===== src/rtl/ex_stage.sv =====
// rtl/ex_stage.sv - execute stage: operand forwarding, ALU, ALUSrc/RegDst muxes and EX/MEM register
module ex_stage #(
   parameter int WIDTH = 32,
   parameter int RADDR = 5
) (
   input  logic             clk,
   input  logic             rst,
   input  logic             if_flush_in,
   input  logic             wb_MemToReg_in,
   input  logic             wb_RegWrite_in,
   input  logic             MemRead_in,
   input  logic             MemWrite_in,
   input  logic             ex_ALUSrc_in,
   input  logic             ex_RegDst_in,
   input  logic [2:0]       ex_ALUOp_in,
   input  logic [WIDTH-1:0] D1_in,
   input  logic [WIDTH-1:0] D2_in,
   input  logic [WIDTH-1:0] immediate_in,
   input  logic [RADDR-1:0] Rs_in,
   input  logic [RADDR-1:0] Rt_in,
   input  logic [RADDR-1:0] Rd_in,
   input  logic             memwb_RegWrite,
   input  logic [RADDR-1:0] memwb_Rd,
   input  logic [WIDTH-1:0] memwb_data,
   output logic             wb_MemToReg_out,
   output logic             wb_RegWrite_out,
   output logic             MemRead_out,
   output logic             MemWrite_out,
   output logic [WIDTH-1:0] alu_result_out,
   output logic [WIDTH-1:0] store_data_out,
   output logic [RADDR-1:0] Rd_out,
   output logic             zero_out
);

   typedef enum logic [2:0] {
      OP_ADD = 3'b000,
      OP_SUB = 3'b001,
      OP_AND = 3'b010,
      OP_OR  = 3'b011,
      OP_SLT = 3'b100,
      OP_XOR = 3'b101,
      OP_NOR = 3'b110,
      OP_PASSB = 3'b111
   } alu_op_e;

   logic             mem_to_reg_q, mem_to_reg_d;
   logic             reg_write_q, reg_write_d;
   logic             mem_read_q, mem_read_d;
   logic             mem_write_q, mem_write_d;
   logic [WIDTH-1:0] alu_result_q, alu_result_d;
   logic [WIDTH-1:0] store_data_q, store_data_d;
   logic [RADDR-1:0] rd_q, rd_d;
   logic             zero_q, zero_d;

   logic [WIDTH-1:0] fwd_a, fwd_b, op_b, alu_res;
   logic             exmem_hit_a, exmem_hit_b, memwb_hit_a, memwb_hit_b;

   // Register $0 never forwards; EX/MEM is younger than MEM/WB so it wins.
   always_comb begin
      exmem_hit_a = reg_write_q && (rd_q != '0) && (rd_q == Rs_in);
      exmem_hit_b = reg_write_q && (rd_q != '0) && (rd_q == Rt_in);
      memwb_hit_a = memwb_RegWrite && (memwb_Rd != '0) && (memwb_Rd == Rs_in);
      memwb_hit_b = memwb_RegWrite && (memwb_Rd != '0) && (memwb_Rd == Rt_in);

      fwd_a = D1_in;
      if (exmem_hit_a)      fwd_a = alu_result_q;
      else if (memwb_hit_a) fwd_a = memwb_data;

      fwd_b = D2_in;
      if (exmem_hit_b)      fwd_b = alu_result_q;
      else if (memwb_hit_b) fwd_b = memwb_data;

      op_b = ex_ALUSrc_in ? immediate_in : fwd_b;
   end

   always_comb begin
      alu_res = '0;
      case (alu_op_e'(ex_ALUOp_in))
         OP_ADD:   alu_res = fwd_a + op_b;
         OP_SUB:   alu_res = fwd_a - op_b;
         OP_AND:   alu_res = fwd_a & op_b;
         OP_OR:    alu_res = fwd_a | op_b;
         OP_SLT:   alu_res[0] = $signed(fwd_a) < $signed(op_b);
         OP_XOR:   alu_res = fwd_a ^ op_b;
         OP_NOR:   alu_res = ~(fwd_a | op_b);
         OP_PASSB: alu_res = op_b;
         default:  alu_res = '0;
      endcase
   end

   // A flush turns the instruction into a bubble by clearing only its control bits.
   always_comb begin
      mem_to_reg_d = wb_MemToReg_in && !if_flush_in;
      reg_write_d  = wb_RegWrite_in && !if_flush_in;
      mem_read_d   = MemRead_in && !if_flush_in;
      mem_write_d  = MemWrite_in && !if_flush_in;
      alu_result_d = alu_res;
      store_data_d = fwd_b;
      rd_d         = ex_RegDst_in ? Rd_in : Rt_in;
      zero_d       = (alu_res == '0);
   end

   always_ff @(posedge clk) begin
      if (rst) begin
         mem_to_reg_q <= 1'b0;
         reg_write_q  <= 1'b0;
         mem_read_q   <= 1'b0;
         mem_write_q  <= 1'b0;
         alu_result_q <= '0;
         store_data_q <= '0;
         rd_q         <= '0;
         zero_q       <= 1'b0;
      end else begin
         mem_to_reg_q <= mem_to_reg_d;
         reg_write_q  <= reg_write_d;
         mem_read_q   <= mem_read_d;
         mem_write_q  <= mem_write_d;
         alu_result_q <= alu_result_d;
         store_data_q <= store_data_d;
         rd_q         <= rd_d;
         zero_q       <= zero_d;
      end
   end

   assign wb_MemToReg_out = mem_to_reg_q;
   assign wb_RegWrite_out = reg_write_q;
   assign MemRead_out     = mem_read_q;
   assign MemWrite_out    = mem_write_q;
   assign alu_result_out  = alu_result_q;
   assign store_data_out  = store_data_q;
   assign Rd_out          = rd_q;
   assign zero_out        = zero_q;

endmodule


===== config.mk =====
export PLATFORM = sky130hd
export DESIGN_NAME = ex_stage
export DESIGN_NICKNAME = d
export VERILOG_FILES = /design/src/rtl/ex_stage.sv
export SDC_FILE = /design/constraint.sdc
export NUM_CORES = 1
export LEC_CHECK = 0
export BUFFER_PORTS_ARGS = -buffer_cell sky130_fd_sc_hd__buf_2
export CAP_MARGIN = 20
export CORE_ASPECT_RATIO = 0.6
export CORE_MARGIN = 5
export CORE_UTILIZATION = 40
export CTS_BUF_LIST = sky130_fd_sc_hd__clkbuf_2 sky130_fd_sc_hd__clkbuf_4 sky130_fd_sc_hd__clkbuf_8
export DETAILED_ROUTE_END_ITERATION = 10
export GPL_TIMING_DRIVEN = 0
export MAX_ROUTING_LAYER = met4
export REMOVE_ABC_BUFFERS = 1
export SYNTH_ARGS = -nofsm -noshare
export SYNTH_HDL_FRONTEND = slang
export SYNTH_SLANG_ARGS = --single-unit

===== constraint.sdc =====
create_clock -name clk -period 7.5 [get_ports clk]
set_input_delay 1.5 -clock clk [delete_from_list [all_inputs] [get_ports clk]]
set_output_delay 1.5 -clock clk [all_outputs]
set_load 0.02 [all_outputs]

==> metrics.md <==
| Metric | Value |
|---|---|
| Status | `complete, no violations` |
| TritonCTS clock tree | `done` |
| Syn avg cell area | `6.93 µm²` |
| Fmax | `138 MHz` |
| Setup WS pre-CTS | `-441 ps` |
| Setup violators final | `0` |
| Worst Path Required | `7870 ps` |
| Pwr Density | `148 nW/µm²` |
| Cell variety after synth | `92` |
| TritonCTS Buffers | `9` |
| Final Hold Viols | `0` |
| Main area contributors after synthesis | `dfxtp_1 (15%), ha_1 (14%), nand2_1 (6.3%)` |
| Post-layout nets | `1,898` |
| Starting Density | `40.3%` |
| Largest family of logic cells by synthesized area | `compound AO/OA/AOI/OAI gates` |
| Ys flop type | `dfxtp_1` |
| Yosys reg bits | `74` |
| CTS max path bufs | `2` |
| Clock sink count | `74` |
| Post-synth EDFFs | `0` |
| Rel. slew slack | `26.9%` |
| Post-Synth Simple-Gate Area | `22.5%` |
| Tot GR Track Use | `29.7%` |
| CP max FO | `8` |
| Initial detailed-routing violation count | `1,179` |
| Seq/Total Area, Yosys | `14.7%` |
| Design area | `11,900 µm²` |
| Via count | `11,700` |
| Mux cell area share after synthesis | `5.12%` |
| Final worst-path cycle share | `96.3%` |
| Area Growth Syn to Fin | `17.6%` |
| HPWL Detailed | `33.5 mm` |
| Detailed Routing Iterations Pass 1 | `5` |
| Hold Slack | `559 ps` |
| Worst slew pin tran | `1100 ps` |
| Final weighted congestion in routability-driven placement | `0.980` |
| VDD IR max | `0.0903 mV` |
| Compound-Gate Fraction of Synth Area | `32.3%` |
| Post-DP Area | `11,600 µm²` |
| Number of global-route vias before repair | `10,700` |
| CP Class | `primary input to register` |
| Synth area leader | `dfxtp_1` |
| Clock Latency Late Sink | `440 ps` |
| Core area | `25,100 µm²` |
| Clk pin slew, worst setup/hold paths | `90 ps` |
| Share of layout cells above drive strength 1 | `19.0%` |
| Synth top cells by count | `nand2_1 (170), nor2_1 (154), o21ai_0 (126)` |
| Arr. time, crit path | `7590 ps` |
| Fin. max-slew vios | `0` |
| Row cnt | `45` |
| Area of the mapped netlist | `10,100 µm²` |
| WL per Instance | `22.1 µm` |
| Initial antenna violation count | `0` |
| Most numerous cell in the Yosys netlist | `nand2_1` |
| PnR worst setup slack | `279 ps` |
| Clk_skew | `26.1 ps` |
| RSZ-0062 raised after global routing | `false` |
| Largest net degree at the start of global routing | `74` |
| CTS Hold Bufs | `0` |
| Number of diodes | `0` |
| Share of the synthesized area in the top cell type | `14.7%` |
| DIE WIDTH | `215 µm` |
| DRC viols | `0` |
| I/O Pins | `235` |
| Final worst path period need | `7220 ps` |
| DP Cell Count | `1,940` |
| H-tree Lvls | `3` |
| Port Buffer Count | `234` |
| Crit end category | `register` |
| GRT overflow | `0` |
| Die H | `133 µm` |
| Area share of fa/ha/maj cells after synthesis | `14.2%` |
| Number of vias per cell | `6.00` |
| Post-synth ARST share | `0%` |
| Yosys warnings | `0` |
| Post-synthesis xor/xnor area fraction | `3.73%` |
| Antenna Nets Post-Route | `0` |
| Post-route insts no fill | `1,957` |
| First-pass GRT wire length | `64.7 mm` |
| Max Cap Viol | `0` |
| Die Footprint | `28,600 µm²` |
| Clk Tree Root Cell | `clkbuf_8` |
| Drt total wl | `43.3 mm` |
| FILL cells | `2,644` |
| Mapped Cells | `1,458` |
| Worst hold-check path type | `register to register` |
| Setup crit start kind | `primary input` |
| Leakage | `5.64 nW` |
-- registers in the layout, indices dropped and copies added, names as in the netlist --
name / cells
store_data_out: 32
wb_MemToReg_out: 1
wb_RegWrite_out: 1
MemWrite_out: 1
MemRead_out: 1
Rd_out: 5
zero_out: 1
alu_result_out: 32
-- per-stage QoR --
stage	total power, mW	utilization, %	TNS [ps]
floorplan	1.03	-	-42550
finish	1.76	47.4	0
CTS	1.73	47.1	0
global placement	1.33	44.9	-217220
detailed placement	1.34	46.3	-711
global route	1.86	47.4	0
-- per-layer routing --
layer / track usage (%) / part of all wire, %
met2: 38.6 / 38
met4: 5.93 / 1.4
met5: - / 0
met3: 9.03 / 12
met1: 44.5 / 49
-- cell usage in the layout (no fill, tap or decap), types with 9 or more instances in the layout --
cell         n
o2bb2ai_1   11
nor2b_1     37
nor2_1     151
buf_2      232
a21o_1      16
nand3_1     27
a31oi_1     24
o21a_1      23
nand2_1    169
o221ai_1    14
mux2i_1     48
o211a_1      9
xor2_1      11
nand2b_1    10
o21ai_0    126
a22oi_1     25
o31ai_1     12
a211oi_1    12
dfxtp_1     74
a21oi_1    117
inv_1       89
nor3_1      28
xnor2_1     32
o211ai_1    19
clkbuf_8    10
ha_1       111
-- final timing paths --
path | from | endpoint | slack [ps] | depth (start not counted)
setup reg to reg | Rd_out[0] | zero_out | 1140 | 18
hold / removal | alu_result_out[11] | store_data_out[11] | 560 | 2
hold reg to reg | alu_result_out[11] | store_data_out[11] | 560 | 2
setup / recovery | memwb_Rd[1] | zero_out | 280 | 19
-- logic make-up (layout without fill, tap and decap cells) --
kind of cell | count (synthesis) | after routing
AOI/OAI and AO/OA | 495 | 495
and+or+nand+nor | 491 | 492
buffers and inverters | 191 | 360
adders and majority gates | 113 | 113
DFF | 74 | 74
muxes | 51 | 51
xor gates and xnor gates | 43 | 43
-- worst max-delay path, cell delays in order --
cell,delay [ps]
buf_2,130
xor2_1,200
or4b_1,810
nor2_4,430
nand2_1,100
a31oi_1,340
mux2i_1,200
ha_1,440
nor2b_1,190
o31ai_1,600
o211ai_2,300
o311ai_1,390
a311oi_1,170
o211a_1,250
nor3_1,490
o2111ai_1,190
a211oi_1,580
nand4_1,160
nor2_1,110
-- cell type report --
cell class	instances	area, µm²	area share [%]
inverters	92	345	2.91
clock buffers	11	145	1.22
flip-flops and latches	74	1480	12.5
multi-input cells	1194	7910	66.6
clock inverters	4	76.3	0.643
repair buffers	253	1500	12.7
well taps	329	412	3.47
-- repair_timing --
action                     in CTS  in global routing
setup buffers                   0                  1
setup endpoints to repair       1                  3
cloned                          0                  1
pin swaps                       0                  1
gates resized for setup         1                  6
-- report_power, final --
part	switching [mW]	leakage, nW	internal, mW
sequential	0.0229	0.614	0.426
combinational	0.590	4.92	0.331
clock	0.189	0.109	0.199
total	0.803	5.64	0.956
Power figures use the tool's default switching activity.
